`config.mk`:
```
export PLATFORM = sky130hd
export DESIGN_NAME = piso_shift_register_param_flat
export DESIGN_NICKNAME = d
export VERILOG_FILES = /design/src/rtl/piso_shift_register_param_if.sv /design/src/rtl/piso_shift_register_param.sv /design/src/flat_wrapper.sv
export SDC_FILE = /design/constraint.sdc
export NUM_CORES = 1
export LEC_CHECK = 0
export BUFFER_PORTS_ARGS = -buffer_cell sky130_fd_sc_hd__buf_2
export CAP_MARGIN = 20
export CORE_MARGIN = 3
export CORE_UTILIZATION = 45
export CTS_CLUSTER_DIAMETER = 30
export DETAILED_ROUTE_END_ITERATION = 10
export PLACE_DENSITY = 0.83
export SLEW_MARGIN = 10
export SYNTH_ARGS = -nofsm -noshare
export SYNTH_HDL_FRONTEND = slang
export SYNTH_SLANG_ARGS = --single-unit
```
`constraint.sdc`:
```
create_clock -name clk -period 1.8 [get_ports clk]
set_clock_uncertainty 0.15 [all_clocks]
set_input_delay 0.45 -clock clk [delete_from_list [all_inputs] [get_ports clk]]
set_output_delay 0.45 -clock clk [all_outputs]
set_load 0.05 [all_outputs]
```
`src/rtl/piso_shift_register_param_if.sv`:
```
// ---------------------------------------------------------------------------
// piso_shift_register_param_if
//   Bundles the word-load handshake and the serial link of the parametrised
//   PISO shift register.
//
//   Signals:
//     load_valid   producer -> PISO  a word is waiting on parallel_in
//     load_ready   PISO -> producer  the word is taken this cycle
//     parallel_in  producer -> PISO  WIDTH-bit word to serialise
//     shift_en     link -> PISO      advance one bit this cycle
//     serial_out   PISO -> link      current serial bit
//     serial_valid PISO -> link      serial_out carries a data bit
//     serial_last  PISO -> link      serial_out is the final bit of the word
//     bits_left    PISO -> link      bits still to send after the current one
//
//   Modports: master = producer/link side, slave = PISO side.
// ---------------------------------------------------------------------------
interface piso_shift_register_param_if #(
  parameter int WIDTH = 8
);
  localparam int BW = $clog2(WIDTH);

  logic             load_valid;
  logic             load_ready;
  logic [WIDTH-1:0] parallel_in;
  logic             shift_en;
  logic             serial_out;
  logic             serial_valid;
  logic             serial_last;
  logic [BW-1:0]    bits_left;

  modport master (
    output load_valid, parallel_in, shift_en,
    input  load_ready, serial_out, serial_valid, serial_last, bits_left
  );

  modport slave (
    input  load_valid, parallel_in, shift_en,
    output load_ready, serial_out, serial_valid, serial_last, bits_left
  );
endinterface

```
`src/rtl/piso_shift_register_param.sv`:
```
// ---------------------------------------------------------------------------
// piso_shift_register_param
//   Parallel-in / serial-out shift register with generic width, selectable
//   bit order, a valid/ready load handshake, a shift-enable stall, a
//   remaining-bit counter and first/last framing. Words stream back to back
//   with no idle gap: a new word can be accepted on the edge that retires
//   the final bit of the previous one.
//
//   Parameters:
//     WIDTH      word width in bits (>= 2)
//     MSB_FIRST  1 = bit WIDTH-1 goes out first, 0 = bit 0 goes out first
//
//   Ports:
//     clk      system clock, rising edge
//     rst_n    asynchronous active-low reset
//     io_link  slave side of piso_shift_register_param_if
// ---------------------------------------------------------------------------
module piso_shift_register_param #(
  parameter int WIDTH     = 8,
  parameter bit MSB_FIRST = 1'b1
) (
  input  logic                          clk,
  input  logic                          rst_n,
  piso_shift_register_param_if.slave    io_link
);

  localparam int            BW       = $clog2(WIDTH);
  localparam logic [BW-1:0] LAST_IDX = BW'(WIDTH - 1);
  localparam logic [BW-1:0] ONE_LEFT = BW'(1);

  // Remaining bits of the word in transmit order; the next bit to go out
  // sits in the top position so every shift is a plain left shift.
  logic [WIDTH-2:0] r_shift;
  logic             r_serialOut;
  logic             r_serialValid;
  logic             r_serialLast;
  logic [BW-1:0]    r_bitsLeft;

  logic             w_loadReady;
  logic             w_accept;
  logic             w_firstBit;
  logic [WIDTH-2:0] w_loadShift;

  // Ready while idle, or while the final bit is being retired this cycle,
  // which is what lets consecutive words stream without a gap.
  assign w_loadReady = !r_serialValid || (io_link.shift_en && (r_bitsLeft == '0));
  assign w_accept    = io_link.load_valid && w_loadReady;

  // Split the incoming word into the first bit and the rest, reordered so
  // the rest always leaves the register from the top regardless of order.
  always_comb begin
    w_firstBit  = MSB_FIRST ? io_link.parallel_in[WIDTH-1] : io_link.parallel_in[0];
    w_loadShift = '0;
    for (int k = 0; k < WIDTH - 1; k++) begin
      if (MSB_FIRST)
        w_loadShift[WIDTH-2-k] = io_link.parallel_in[WIDTH-2-k];
      else
        w_loadShift[WIDTH-2-k] = io_link.parallel_in[1+k];
    end
  end

  // Serialiser state. A load takes priority because it can only coincide
  // with the word-end edge; otherwise a shift-enabled busy edge either
  // advances one bit or, on the final bit, drops back to idle.
  always_ff @(posedge clk or negedge rst_n) begin
    if (!rst_n) begin
      r_shift       <= '0;
      r_serialOut   <= 1'b0;
      r_serialValid <= 1'b0;
      r_serialLast  <= 1'b0;
      r_bitsLeft    <= '0;
    end else if (w_accept) begin
      r_shift       <= w_loadShift;
      r_serialOut   <= w_firstBit;
      r_serialValid <= 1'b1;
      r_serialLast  <= 1'b0;
      r_bitsLeft    <= LAST_IDX;
    end else if (r_serialValid && io_link.shift_en) begin
      if (r_bitsLeft != '0) begin
        r_serialOut  <= r_shift[WIDTH-2];
        r_shift      <= r_shift << 1;
        r_bitsLeft   <= r_bitsLeft - 1'b1;
        r_serialLast <= (r_bitsLeft == ONE_LEFT);
      end else begin
        r_serialOut   <= 1'b0;
        r_serialValid <= 1'b0;
        r_serialLast  <= 1'b0;
      end
    end
  end

  assign io_link.load_ready   = w_loadReady;
  assign io_link.serial_out   = r_serialOut;
  assign io_link.serial_valid = r_serialValid;
  assign io_link.serial_last  = r_serialLast;
  assign io_link.bits_left    = r_bitsLeft;

endmodule

```
`src/flat_wrapper.sv`:
```
// flat-port wrapper written by rule: the top's interface ports become plain ports
module piso_shift_register_param_flat 
#(
  parameter int WIDTH     = 8,
  parameter bit MSB_FIRST = 1'b1
)
  (clk, rst_n, io_link_load_valid, io_link_parallel_in, io_link_shift_en, io_link_load_ready, io_link_serial_out, io_link_serial_valid, io_link_serial_last, io_link_bits_left);
  piso_shift_register_param_if #(.WIDTH(WIDTH)) io_link_i ();
  input  logic clk;
  input  logic rst_n;
  input wire logic [$bits(io_link_i.load_valid)-1:0] io_link_load_valid;
  input wire logic [$bits(io_link_i.parallel_in)-1:0] io_link_parallel_in;
  input wire logic [$bits(io_link_i.shift_en)-1:0] io_link_shift_en;
  output wire logic [$bits(io_link_i.load_ready)-1:0] io_link_load_ready;
  output wire logic [$bits(io_link_i.serial_out)-1:0] io_link_serial_out;
  output wire logic [$bits(io_link_i.serial_valid)-1:0] io_link_serial_valid;
  output wire logic [$bits(io_link_i.serial_last)-1:0] io_link_serial_last;
  output wire logic [$bits(io_link_i.bits_left)-1:0] io_link_bits_left;
  assign io_link_i.load_valid = io_link_load_valid;
  assign io_link_i.parallel_in = io_link_parallel_in;
  assign io_link_i.shift_en = io_link_shift_en;
  assign io_link_load_ready = io_link_i.load_ready;
  assign io_link_serial_out = io_link_i.serial_out;
  assign io_link_serial_valid = io_link_i.serial_valid;
  assign io_link_serial_last = io_link_i.serial_last;
  assign io_link_bits_left = io_link_i.bits_left;
  piso_shift_register_param #(.WIDTH(WIDTH), .MSB_FIRST(MSB_FIRST)) u_core (.clk(clk), .rst_n(rst_n), .io_link(io_link_i));
endmodule
```
== After elaboration in Yosys (flattened, before gate mapping) ==
Index checks and enable logic that the tools add are counted.
Word-level totals
  register bits: 13
  memories: 0
  ROM bits: 0
  RAM bits: 0
  latch bits: 0
  output and inout port bits: 7
  logic and storage cells: 34
Operators by class
  reduce and logical (&&, ||, !) cells: 11
  shift operators: 0
  multiplexer cells: 15
  equal/unequal tests: 2
  add/sub/neg operators: 1
  multipliers: 0
  $lt $le $gt $ge: 0
  divide/modulo/power cells: 0
  bitwise logic cells: 0
Operators by type and width (number)
  $mux 7: 3
  $mux 1: 9
  $mux 3: 3
  $reduce_and 2->1: 2
  $reduce_bool 2->1: 2
  $eq 3x1->1 const B: 1
  $logic_and 1x1->1: 3
  $logic_not 3->1: 1
  $reduce_bool 3->1: 1
  $sub 3x1->3 const B: 1
  $ne 2x1->1 const B: 1
  $logic_not 1->1: 1
  $logic_or 1x1->1: 1

== Depth between registers and ports, before layout ==
  word-level depth: 6
  mapped depth: 6

== Worst setup path before layout ==
No wires, ideal clock.
  kind: register to register
  start point: reg u_core.r_bitsLeft[0], in the netlist u_core.io_link.bits_left[0]
  end point: reg u_core.r_shift[6]
  path slack: -0.332 ns
  path buffers: 0
  library setup time: 0.123 ns
  stages on the path, launching flop included: 7
  required time: 1.527 ns
  arrival time: 1.859 ns
  cell sequence: dfrtp_1 inv_1 ha_1 nand2b_4 o21ai_4 nand2_2 o221a_1
On the way
  cells in the longest elaborated chain, start to end: 6
  elaborated cells between the ends (all ways): 9
Ends and longest elaborated chain
  start, declared: RTL line piso_shift_register_param.sv:37  | logic [BW-1:0] r_bitsLeft;
  start signal, assigned: RTL line piso_shift_register_param.sv:82  | r_bitsLeft <= r_bitsLeft - 1'b1;
  $logic_not 3->1 (*): RTL line piso_shift_register_param.sv:46  | assign w_loadReady = !r_serialValid || (io_link.shift_en && (r_bitsLeft == '0));
  $logic_and 1x1->1 (*): RTL line piso_shift_register_param.sv:46
  $logic_or 1x1->1 (*): RTL line piso_shift_register_param.sv:46
  via io_link_load_ready: RTL line flat_wrapper.sv:14  | output wire logic [$bits(io_link_i.load_ready)-1:0] io_link_load_ready;
  $logic_and 1x1->1 (*): RTL line piso_shift_register_param.sv:47  | assign w_accept = io_link.load_valid && w_loadReady;
  $reduce_bool 2->1 (no source line)
  $reduce_and 2->1 (no source line)
  end signal, assigned: RTL line piso_shift_register_param.sv:73  | r_shift <= w_loadShift;
  end signal, assigned: RTL line piso_shift_register_param.sv:81  | r_shift <= r_shift << 1;
  end, declared: RTL line piso_shift_register_param.sv:33  | logic [WIDTH-2:0] r_shift;
Mark *: on every way through the listed nets, which the timed path passes. The rest lies on a longest branch.
A chain may end at the register's enable or synchronous reset.

== Final worst setup path ==
  start point: reg u_core.r_bitsLeft[1], in the netlist u_core.io_link.bits_left[1]
  end point: out io_link_load_ready
On the way
  cells in the longest elaborated chain, start to end: 3
Ends and longest elaborated chain (RTL line)
  $logic_not 3->1: piso_shift_register_param.sv:46
  $logic_and 1x1->1: piso_shift_register_param.sv:46
  $logic_or 1x1->1: piso_shift_register_param.sv:46
  end, declared: flat_wrapper.sv:14
Every way passes these cells.

==> implementation parameters <==
Parameter                              Value

Cells and area
  Post-layout utilization of the core    a little over two thirds
  Antenna diode count    0
  Net count, final    approximately 120
  Signed area change from the synthesized netlist to the final layout    37.28%
  Fillcell total    106
  Layout cells sized above 1    44.66%

Synthesis
  Fraction of synthesized cell area taken by the top area cell type    45.30%
  Leading register cell type out of synthesis    dfrtp_1
  Mapped Nets    84
  Synth top area cells    dfrtp_1 45%, o221a_1 9.4%, ha_1 5.2%
  Sequential area share after synthesis    45.30%
  Mean Syn Cell Area    10.41 um^2
  Warnings, synthesis    0
  Number of enable-type register cells in the synthesized netlist    0
  Cell type with the largest total area after synthesis    dfrtp_1
  Cell count after synthesis    69
  Cell variety after synth    26
  Synth async-reset ratio    100.0%
  Flip-flop and latch count after synthesis    13
  Cell area after technology mapping    718.2 um^2

Clocking
  Master cell of the clock root buffer    clkbuf_4
  Worst-path clk slew    roughly 0.080 ns
  Max clock buf depth    2
  Insertion delay of the later-clocked pin in the worst-skew pair    0.27 ns
  Number of H-tree branching levels    1
  TritonCTS clock tree    done
  Total CTS buffers    3
  Total clock sinks    13

Setup path
  Arrival time at the worst endpoint    1.28 ns
  Critical Path Sink Type    output pin
  Crit path max fanout    4
  Worst endpoint required time    1.20 ns
  Sort of element at the start of the critical path    register
  Critical path class    register to output pin

STA
  Least setup slack across all paths after layout    -0.08293 ns
  Final hold violation count    0
  Fmax    0.5311 GHz
  Worst Hold Margin    0.3041 ns
  Relative slew slack    79.57%
  Pins over their slew limit    0
  Tcrit/Tclk final    104.6%
  Final critical path time including I/O delays and setup    1.883 ns
  RSZ-0062 raised after global routing    yes
  Count of final setup violators    1
  Worst Max-Slew Pin Slew    around 0.3 ns

Floorplanning
  Row count    13
  Floorplan die area    2111 um^2
  Core area    approximately 1400 um^2
  Die Height    45.95 um
  Starting Density    approximately half
  Chip Width    45.95 um
  Number of ports placed on the die boundary    19

Status
  Violated checks    setup timing
  Outcome    finished, violations left

Detailed routing
  Vias per Instance    5.508
  Antenna-violating nets left    0
  Total DRC errors in the routed layout    0
  Total via count after detailed routing    650
  WL/cell    around 14 um
  First-iteration detailed-routing DRC count    23
  Drt pass-1 iters    4
  Final routed wirelength across all metal layers    1.649 mm

GRT
  Final global-route overflow total    0
  Largest net degree at the start of global routing    14
  Antenna violations before repair    0
  Global-route wire length before repair    2.801 mm
  GRT Overall Usage    19.13%
  Vias in the first global route    between 600 and 700

Pwr
  Power density cells    1634 nW/um^2
  Peak supply drop    0.0007757 V
  Leakage dissipation    roughly 0.47 nW
  Overall Power    0.001611 W

Job
  Max Cap Viol    0

Worst hold path
  Worst hold-check path type    input port to register

Placement
  HPWL after DPL    1.204 mm
  Global placement routability congestion    between 0.7 and 0.8
  PortBufs    18
## area by class of cell
class | instances | area [um^2] | area share (%)
Multi-Input combinational cell | 50 | 390.4 | 39.59
Sequential cell | 13 | 329.1 | 33.38
Timing Repair Buffer | 31 | 200.2 | 20.30
Clock buffer | 4 | 26.28 | 2.665
Inverter | 5 | 21.27 | 2.157
Tap cell | 15 | 18.77 | 1.904
## per-stage QoR
stage	cells	setup slack [ns]	cell area, um^2	setup TNS, ns
final	118	-0.08293	985.9	-0.08293
after global routing	118	-0.1570	985.9	-0.1570
after CTS	118	-0.09825	972.2	-0.09825
after detailed placement	108	0.02255	889.6	0
after global placement	108	0.06200	889.6	0
after floorplan	69	-0.1462	733.2	-0.9455
## worst paths after layout
check	slack (ns)	endpoint	depth (start not counted)	start
min in group asynchronous	0.43	u_core.io_link.serial_out	2	rst_n
worst min-delay path	0.30	u_core.r_shift[6]	2	io_link_parallel_in[6]
max in group asynchronous	0.82	u_core.io_link.bits_left[1]	2	rst_n
worst min register to register	0.37	u_core.io_link.serial_out	2	u_core.io_link.serial_out
worst max register to register	0.09	u_core.r_shift[2]	8	u_core.io_link.bits_left[1]
worst max-delay path	-0.08	io_link_load_ready	5	u_core.io_link.bits_left[1]
## cell usage in the layout (no fill, tap or decap), types with 2 or more instances in the layout
cell	netlist	layout
dfrtp_2	0	3
a21oi_2	1	2
buf_4	0	12
a21oi_1	5	4
nand2_1	5	5
ha_1	3	2
buf_2	1	17
dfrtp_1	13	10
or2b_1	2	2
a22oi_1	2	2
inv_2	1	2
o221a_1	6	6
nor2_1	3	3
o22ai_1	2	2
a21o_1	2	2
nand3_1	2	2
inv_1	4	2
clkbuf_4	0	3
o21ai_0	2	2
nand2b_1	6	6
## cell usage after synthesis, drive strengths merged (2+ instances only)
| cell | count |
|---|---|
| or2b | 2 |
| ha | 3 |
| nand2b | 7 |
| a21o | 2 |
| a21oi | 6 |
| inv | 5 |
| nand3 | 2 |
| dfrtp | 13 |
| o22ai | 2 |
| o21ai | 3 |
| nor2 | 3 |
| o221a | 6 |
| a22oi | 2 |
| nand2 | 6 |
## registers in the layout, summed over array words and instances, names as in the netlist
register                     flops
u_core.io_link.serial_valid      1
u_core.r_shift                   7
u_core.io_link.serial_out        1
u_core.io_link.serial_last       1
u_core.io_link.bits_left         3
## cells by family (layout without fill, tap and decap cells)
kind of cell             Yosys count  after routing  share of synthesized area (%)
AO/OA/AOI/OAI                     25             25                          28.05
AND/OR/NAND/NOR                   22             22                          18.12
flip-flops                        13             13                          45.30
buffers and inverters              6             40                          3.308
adder cells (fa/ha/maj)            3              3                          5.227
## routing by layer
| layer | part of all wire (%) | vias to the layer above | track usage [%] |
|---|---|---|---|
| met1 | 41 | 308 | 25.06 |
| met4 | 0.42 | 0 | 5.114 |
| met2 | 53 | 18 | 30.22 |
| met5 | 0 | - | 0 |
| met3 | 5.2 | 2 | 5.929 |
| li1 | - | 322 | - |
## critical path, cell delays in order, from the launching register on
cell,delay [ns]
dfrtp_2,0.42
inv_4,0.08
ha_4,0.14
nand2b_4,0.06
o21ai_4,0.14
buf_8,0.16
## power by group
| group | internal, W | total (W) | switching, W |
|---|---|---|---|
| clock network | 0.0000859 | 0.000176 | 0.0000900 |
| logic | 0.000403 | 0.000922 | 0.000519 |
| registers | 0.000421 | 0.000513 | 0.0000916 |
| total | 0.000911 | 0.00161 | 0.000700 |
## timing repair
item	4_1_cts	5_1_grt
hold endpoints to repair	13	0
hold buffers	1	0
setup endpoints to repair	1	6
pin swaps	2	1
buffers inserted	5	0
gates resized for setup	3	4
Note: power is estimated with default switching activity, not from simulation.
